## src/rtl/cjb_risc_cu_pkg.sv

```systemverilog
// Shared encodings for the HMMIOP RISC control unit: opcodes, FSM states,
// internal-bus select codes, jump condition codes and the ALU function map.
package cjb_risc_cu_pkg;

  // state   | meaning
  // S_RST   | hold PC in reset, then start fetching
  // S_FETCH | load IR, advance PC, sample input port
  // S_DECODE| execute one-word ops, or latch base/index for two-word ops
  // S_ADDR  | load MAR with the effective address
  // S_MEM   | data memory / I/O access or PC load for a taken jump
  // S_HALT  | idle until reset
  typedef enum logic [2:0] {
    S_RST    = 3'b000,
    S_FETCH  = 3'b001,
    S_DECODE = 3'b010,
    S_ADDR   = 3'b011,
    S_MEM    = 3'b100,
    S_HALT   = 3'b101
  } state_e;

  localparam logic [3:0] OP_NOP  = 4'h0;
  localparam logic [3:0] OP_MOV  = 4'h1;
  localparam logic [3:0] OP_LD   = 4'h2;
  localparam logic [3:0] OP_ST   = 4'h3;
  localparam logic [3:0] OP_PUSH = 4'h4;
  localparam logic [3:0] OP_POP  = 4'h5;
  localparam logic [3:0] OP_ADD  = 4'h6;
  localparam logic [3:0] OP_SUB  = 4'h7;
  localparam logic [3:0] OP_AND  = 4'h8;
  localparam logic [3:0] OP_OR   = 4'h9;
  localparam logic [3:0] OP_XOR  = 4'hA;
  localparam logic [3:0] OP_NOT  = 4'hB;
  localparam logic [3:0] OP_ADDK = 4'hC;
  localparam logic [3:0] OP_JUMP = 4'hD;
  localparam logic [3:0] OP_RSVD = 4'hE;
  localparam logic [3:0] OP_HALT = 4'hF;

  // IB2 source: IB0 passthrough, ALU result, data memory, IPDR/stack mux
  localparam logic [1:0] IB2_IB0   = 2'b00;
  localparam logic [1:0] IB2_ALU   = 2'b01;
  localparam logic [1:0] IB2_DM    = 2'b10;
  localparam logic [1:0] IB2_IPSTK = 2'b11;

  localparam logic [3:0] CC_ALWAYS = 4'h0;
  localparam logic [3:0] CC_C      = 4'h1;
  localparam logic [3:0] CC_N      = 4'h2;
  localparam logic [3:0] CC_V      = 4'h3;
  localparam logic [3:0] CC_Z      = 4'h4;
  localparam logic [3:0] CC_NC     = 4'h5;
  localparam logic [3:0] CC_NN     = 4'h6;
  localparam logic [3:0] CC_NV     = 4'h7;
  localparam logic [3:0] CC_NZ     = 4'h8;

  localparam logic [3:0] FS_ADD  = 4'b0000;
  localparam logic [3:0] FS_SUB  = 4'b0001;
  localparam logic [3:0] FS_AND  = 4'b0100;
  localparam logic [3:0] FS_OR   = 4'b0101;
  localparam logic [3:0] FS_XOR  = 4'b0110;
  localparam logic [3:0] FS_NOT  = 4'b0111;
  localparam logic [3:0] FS_ADDK = 4'b1000;

  // Opcode to ALU function; non-ALU opcodes map to ADD (value is don't-care)
  function automatic logic [3:0] alu_fs(input logic [3:0] op);
    logic [3:0] fs;
    fs = FS_ADD;
    case (op)
      OP_SUB:  fs = FS_SUB;
      OP_AND:  fs = FS_AND;
      OP_OR:   fs = FS_OR;
      OP_XOR:  fs = FS_XOR;
      OP_NOT:  fs = FS_NOT;
      OP_ADDK: fs = FS_ADDK;
      default: fs = FS_ADD;
    endcase
    return fs;
  endfunction

endpackage

```

## src/rtl/cjb_cond_eval_v.sv

```systemverilog
// Jump condition evaluator: decodes the low nibble of a JUMP instruction
// against the {C,N,V,Z} status flags. Codes 9..15 are never taken.
module cjb_cond_eval_v
  import cjb_risc_cu_pkg::*;
(
  input  logic [3:0] iw_lo_i,
  input  logic [3:0] sr_cnvz_i,
  output logic       take_o
);

  logic flag_c, flag_n, flag_v, flag_z;

  assign flag_c = sr_cnvz_i[3];
  assign flag_n = sr_cnvz_i[2];
  assign flag_v = sr_cnvz_i[1];
  assign flag_z = sr_cnvz_i[0];

  // Select the flag (or its complement) named by the condition code
  always_comb begin
    take_o = 1'b0;
    case (iw_lo_i)
      CC_ALWAYS: take_o = 1'b1;
      CC_C:      take_o = flag_c;
      CC_N:      take_o = flag_n;
      CC_V:      take_o = flag_v;
      CC_Z:      take_o = flag_z;
      CC_NC:     take_o = ~flag_c;
      CC_NN:     take_o = ~flag_n;
      CC_NV:     take_o = ~flag_v;
      CC_NZ:     take_o = ~flag_z;
      default:   take_o = 1'b0;
    endcase
  end

endmodule

```

## src/rtl/cjb_risc_hmmiop_cu_v.sv

```systemverilog
// Control unit for the 8-bit Harvard memory-mapped-I/O RISC core.
// Moore sequencer: outputs decode from the registered state plus the
// instruction word, flags and MAR held steady by the data path.
module cjb_risc_hmmiop_cu_v
  import cjb_risc_cu_pkg::*;
#(
  parameter logic [9:0] IO_ADDR = 10'h3FF
) (
  input  logic       Clock,
  input  logic       Reset,
  input  logic [7:0] IW,
  input  logic [3:0] SR_CNVZ,
  input  logic [9:0] MARout,
  output logic       RST_PC,
  output logic       LD_PC,
  output logic       CNT_PC,
  output logic       LD_IR,
  output logic       LD_R0,
  output logic       LD_R1,
  output logic       LD_R2,
  output logic       LD_R3,
  output logic       LD_SR,
  output logic       LD_MABR,
  output logic       LD_MAXR,
  output logic       LD_MAR,
  output logic       RW,
  output logic       LD_IPDR,
  output logic       LD_OPDR,
  output logic [1:0] IB0_SEL,
  output logic [1:0] IB1_SEL,
  output logic [1:0] IB2_SEL,
  output logic [3:0] ALU_FS,
  output logic       push,
  output logic       pop,
  output logic       ipstksel,
  output logic [2:0] STATE
);

  state_e     state_q;
  logic [3:0] opcode;
  logic [1:0] ri;
  logic [1:0] rj;
  logic [3:0] ri_hot;
  logic [3:0] ld_r;
  logic       two_word;
  logic       io_hit;
  logic       jump_take;

  assign opcode   = IW[7:4];
  assign ri       = IW[3:2];
  assign rj       = IW[1:0];
  assign ri_hot   = 4'b0001 << ri;
  assign two_word = (opcode == OP_LD) || (opcode == OP_ST) || (opcode == OP_JUMP);
  assign io_hit   = (MARout == IO_ADDR);

  cjb_cond_eval_v u_cond (
    .iw_lo_i   (IW[3:0]),
    .sr_cnvz_i (SR_CNVZ),
    .take_o    (jump_take)
  );

  // State register with synchronous reset; reset wins over any in-flight instruction
  always_ff @(posedge Clock) begin
    if (Reset) begin
      state_q <= S_RST;
    end else begin
      case (state_q)
        S_RST:    state_q <= S_FETCH;
        S_FETCH:  state_q <= S_DECODE;
        S_DECODE: begin
          if (opcode == OP_HALT)  state_q <= S_HALT;
          else if (two_word)      state_q <= S_ADDR;
          else                    state_q <= S_FETCH;
        end
        // An untaken jump has nothing to do in the memory phase
        S_ADDR: begin
          if ((opcode == OP_JUMP) && !jump_take) state_q <= S_FETCH;
          else                                   state_q <= S_MEM;
        end
        S_MEM:    state_q <= S_FETCH;
        S_HALT:   state_q <= S_HALT;
        default:  state_q <= S_RST;
      endcase
    end
  end

  // Control-line decode from current state and instruction fields
  always_comb begin
    RST_PC   = 1'b0;
    LD_PC    = 1'b0;
    CNT_PC   = 1'b0;
    LD_IR    = 1'b0;
    ld_r     = 4'b0000;
    LD_SR    = 1'b0;
    LD_MABR  = 1'b0;
    LD_MAXR  = 1'b0;
    LD_MAR   = 1'b0;
    RW       = 1'b1;
    LD_IPDR  = 1'b0;
    LD_OPDR  = 1'b0;
    IB0_SEL  = 2'b00;
    IB1_SEL  = 2'b00;
    IB2_SEL  = IB2_IB0;
    ALU_FS   = 4'b0000;
    push     = 1'b0;
    pop      = 1'b0;
    ipstksel = 1'b0;
    case (state_q)
      S_RST: RST_PC = 1'b1;
      S_FETCH: begin
        LD_IR   = 1'b1;
        CNT_PC  = 1'b1;
        LD_IPDR = 1'b1;
      end
      S_DECODE: begin
        case (opcode)
          OP_MOV: begin
            IB0_SEL = rj;
            IB2_SEL = IB2_IB0;
            ld_r    = ri_hot;
          end
          OP_PUSH: begin
            IB0_SEL = ri;
            IB2_SEL = IB2_IB0;
            push    = 1'b1;
          end
          OP_POP: begin
            pop      = 1'b1;
            ipstksel = 1'b1;
            IB2_SEL  = IB2_IPSTK;
            ld_r     = ri_hot;
          end
          OP_ADD, OP_SUB, OP_AND, OP_OR, OP_XOR, OP_NOT, OP_ADDK: begin
            IB0_SEL = ri;
            IB1_SEL = rj;
            IB2_SEL = IB2_ALU;
            ld_r    = ri_hot;
            LD_SR   = 1'b1;
            ALU_FS  = alu_fs(opcode);
          end
          // Two-word ops: latch base/index and step PC past the offset byte
          OP_LD, OP_ST, OP_JUMP: begin
            LD_MABR = 1'b1;
            LD_MAXR = 1'b1;
            CNT_PC  = 1'b1;
            IB0_SEL = rj;
            IB2_SEL = IB2_IB0;
          end
          default: ;
        endcase
      end
      S_ADDR: LD_MAR = 1'b1;
      S_MEM: begin
        case (opcode)
          OP_LD: begin
            ld_r = ri_hot;
            if (io_hit) begin
              IB2_SEL  = IB2_IPSTK;
              ipstksel = 1'b0;
            end else begin
              IB2_SEL = IB2_DM;
            end
          end
          // Stores to the I/O address go to OPDR, never to data memory
          OP_ST: begin
            IB0_SEL = ri;
            IB2_SEL = IB2_IB0;
            if (io_hit) LD_OPDR = 1'b1;
            else        RW      = 1'b0;
          end
          OP_JUMP: LD_PC = 1'b1;
          default: ;
        endcase
      end
      default: ;
    endcase
  end

  assign LD_R0 = ld_r[0];
  assign LD_R1 = ld_r[1];
  assign LD_R2 = ld_r[2];
  assign LD_R3 = ld_r[3];
  assign STATE = state_q;

endmodule

```

## config.mk

```make
export PLATFORM = sky130hd
export DESIGN_NAME = cjb_risc_hmmiop_cu_v
export DESIGN_NICKNAME = d
export VERILOG_FILES = /design/src/rtl/cjb_risc_cu_pkg.sv /design/src/rtl/cjb_cond_eval_v.sv /design/src/rtl/cjb_risc_hmmiop_cu_v.sv
export SDC_FILE = /design/constraint.sdc
export NUM_CORES = 1
export LEC_CHECK = 0
export BUFFER_PORTS_ARGS = -buffer_cell sky130_fd_sc_hd__buf_2
export CORE_MARGIN = 5
export CORE_UTILIZATION = 35
export CTS_CLUSTER_DIAMETER = 30
export DETAILED_ROUTE_END_ITERATION = 12
export PLACE_DENSITY = 0.81
export SYNTH_ARGS = -nofsm -noshare
export SYNTH_HDL_FRONTEND = slang
export SYNTH_SLANG_ARGS = --single-unit
```

## constraint.sdc

```tcl
create_clock -name Clock -period 1.17 [get_ports Clock]
set_input_delay 0 -clock Clock [delete_from_list [all_inputs] [get_ports Clock]]
set_output_delay 0 -clock Clock [all_outputs]
set_load 0.05 [all_outputs]
```

==> results.sh <==
export IMPL_die_h_um=54.7
export IMPL_finClkSkew_ns=0.000302
export IMPL_clkTransAtPathRegs_ns=0.04
export IMPL_cp_max_fo=5
export IMPL_die_area_um2=2990
export IMPL_cts_root_buf="clkbuf_4"
export IMPL_syn_inst=102
export IMPL_p_leak_nw=0.775
export IMPL_drive_gt1_share_pct=74.2
export IMPL_worst_pin_slew_ns=0.464
export IMPL_rows=16
export IMPL_start_kind="flop"
export IMPL_cts_sinks=3
export IMPL_synthesis_area_um2=698
export IMPL_r2r_start="STATE[1]"
export IMPL_cts_buffers_inserted=3
export IMPL_path_delay_family="simple AND/OR/NAND/NOR gates"
export IMPL_synthTopCellsByArea="dfxtp_1 (8.6%), nand2b_1 (6.3%), nor2_1 (5.9%)"
export IMPL_drt_initial_drc_count=61
export IMPL_max_cap_violations=0
export IMPL_required_ns=1.17
export IMPL_avgSynthCellArea_um2=6.84
export IMPL_clk_latency_ns=0.23
export IMPL_cp_slowest_stage_delay_ns=0.38
export IMPL_fmaxAchievable_mhz=625
export IMPL_largest_reg_flops=3
export IMPL_antenna_found_initial=0
export IMPL_violations="negative setup slack"
export IMPL_synth_distinct_cells=43
export IMPL_vias_per_cell=5.78
export IMPL_ios=55
export IMPL_final_hold_violation_count=0
export IMPL_gp_congestion=0.834
export IMPL_synth_seq_area_share_pct=8.60
export IMPL_area_growth_pct=155
export IMPL_synth_top_cells_by_count="nor2_1 (11), nand2b_1 (7), buf_2 (6), nand2_1 (6)"
export IMPL_max_slew_margin_pct=68.8
export IMPL_path_cells="nor3b_4 -> buf_6 -> nand3_4 -> clkinvlp_4 -> or2_4 -> buf_8"
export IMPL_fp_coreArea_um2=1920
export IMPL_synth_top_area_share_pct=8.60
export IMPL_drtPass1Iterations=4
export IMPL_drt_total_wl_mm=4.73
export IMPL_ff_latch_area_um2=71.3
export IMPL_irDropWorstVdd_mv=0.776
export IMPL_placed_cell_area_um2=1340
export IMPL_start_util_pct=36.3
export IMPL_htree_num_levels=1
export IMPL_yosysWarnings=0
export IMPL_drc=0
export IMPL_n_fill_cell=74
export IMPL_final_antenna_net_count=0
export IMPL_multi_input_area_um2=845
export IMPL_p_per_area_nw_per_um2=597
export IMPL_final_area_um2=1780
export IMPL_yosysTopAreaCell="dfxtp_1"
export IMPL_arrival_ns=1.60
export IMPL_ys_flop_type="dfxtp_1"
export IMPL_async_flop_share_pct=0
export IMPL_fin_ws_ns=-0.430
export IMPL_synth_nets=126
export IMPL_end_kind="output port"
export IMPL_gr_usage_all_layers_pct=30.3
export IMPL_r2r_end="STATE[1]"
export IMPL_n_antenna_cell=0
export IMPL_grt_pass1_wl_mm=6.41
export IMPL_tns_ns=-9.48
export IMPL_clock_path_buffers=2
export IMPL_crit_start="STATE[1]"
export IMPL_port_buffers=54
export IMPL_grt_start_max_net_pins=12
export IMPL_fp_dieW_um=54.7
export IMPL_path_depth=6
export IMPL_setup_viol_count_final=30
export IMPL_rsz0062_at_grt="yes"
export IMPL_min_period_ns=1.60
export IMPL_rrSetupSlack_ns=-0.33
export IMPL_final_net_count=207
export IMPL_rr_worst_depth=6
export IMPL_worstSetupPathType="flop to output port"
export IMPL_cts_tree="done"
export IMPL_crit_slowest_cell="dfxtp_4"
export IMPL_vias=1209
export IMPL_drv_slew=0
export IMPL_fin_total_pwr_mw=1.06
export IMPL_crit_end="IB2_SEL[1]"
export IMPL_status="finished, violations left"
export IMPL_synth_edf_count=0
export IMPL_overflow=0
export IMPL_ys_seq_elements=3
export IMPL_wl_per_cell_um=22.6
export IMPL_hpwl_mm=2.51
export IMPL_min_path_type="input port to flop"
export IMPL_synth_most_common_cell="nor2_1"
export IMPL_crit_buf_inv=3
export IMPL_fin_crit_sh_pct=137
export IMPL_first_global_vias=1270
[stage by stage]
step / std cells / worst slack [ns] / hold WS [ns] / utilization, %
after detailed placement: 197 / -0.283 / 0.233 / 69.5
after global routing: 209 / -0.492 / 0.322 / 92.5
after global placement: 197 / -0.223 / 0.236 / 69.5
final: 209 / -0.430 / 0.293 / 92.5
after floorplan: 102 / -0.427 / 0.0630 / -
after CTS: 207 / -0.417 / 0.315 / 89.0
[layout by cell type, fill, tap and decap left out, types with 3 or more instances in the layout]
cell type / count
nand2_1: 5
nand2b_4: 4
nand2b_1: 4
nor3_4: 3
nor2b_1: 4
nor3b_4: 3
clkbuf_4: 3
buf_2: 27
dfxtp_4: 3
buf_6: 20
buf_8: 16
nor2_1: 7
and2_4: 3
nor2_4: 3
buf_4: 22
[cells by family after synthesis]
kind of cell	after synthesis	share of synthesized area (%)
xor+xnor	1	1.25
buf+inv	15	10.8
flops	3	8.60
mux	1	1.61
simple gates	57	48.7
compound gates	25	29.0
[cell type report]
cell class                 instances  area share [%]
sequential                         3            4.01
clock buffer                       4            1.48
tap                               27            1.90
multi-input combinational         84            47.5
inverter                           5            1.48
timing repair buffer              86            43.6
[power breakdown]
part	switching, mW	leakage [nW]	internal (mW)	total (mW)
Sequential	0.0188	0.0267	0.110	0.129
Combinational	0.444	0.733	0.310	0.755
Clock	0.0507	0.0150	0.128	0.178
[per-layer routing]
layer / track usage [%] / up-vias / share of wire, %
met4: 14.1 / 0 / 4.8
li1: - / 530 / -
met2: 58.3 / 81 / 53
met5: 0 / - / 0
met3: 3.81 / 26 / 7.2
met1: 31.6 / 572 / 35
[worst reg2reg max path, cell delays in order (launching register included)]
cell	delay (ns)
dfxtp_4	0.38
nor3b_4	0.31
buf_6	0.18
buf_6	0.10
o21ai_4	0.07
buf_6	0.13
a211oi_2	0.21
[what timing repair did]
action	CTS	global route
setup buffers	6	2
resized for setup	86	13
hold endpoints to repair	1	0
pin swaps	8	6
hold buffers	1	0
endpoints found under the setup margin	30	31
[worst min path at each step]
stage / startpoint / end / slack (ns) / depth (start not counted)
after floorplan: Reset / STATE[1] / 0.06 / 1
after global placement: Reset / STATE[1] / 0.24 / 2
after detailed placement: Reset / STATE[1] / 0.23 / 2
after CTS: IW[0] / STATE[0] / 0.32 / 3
after global routing: IW[0] / STATE[0] / 0.32 / 3
final: IW[0] / STATE[0] / 0.29 / 3
No activity file was read; power rests on OpenSTA's default activity.
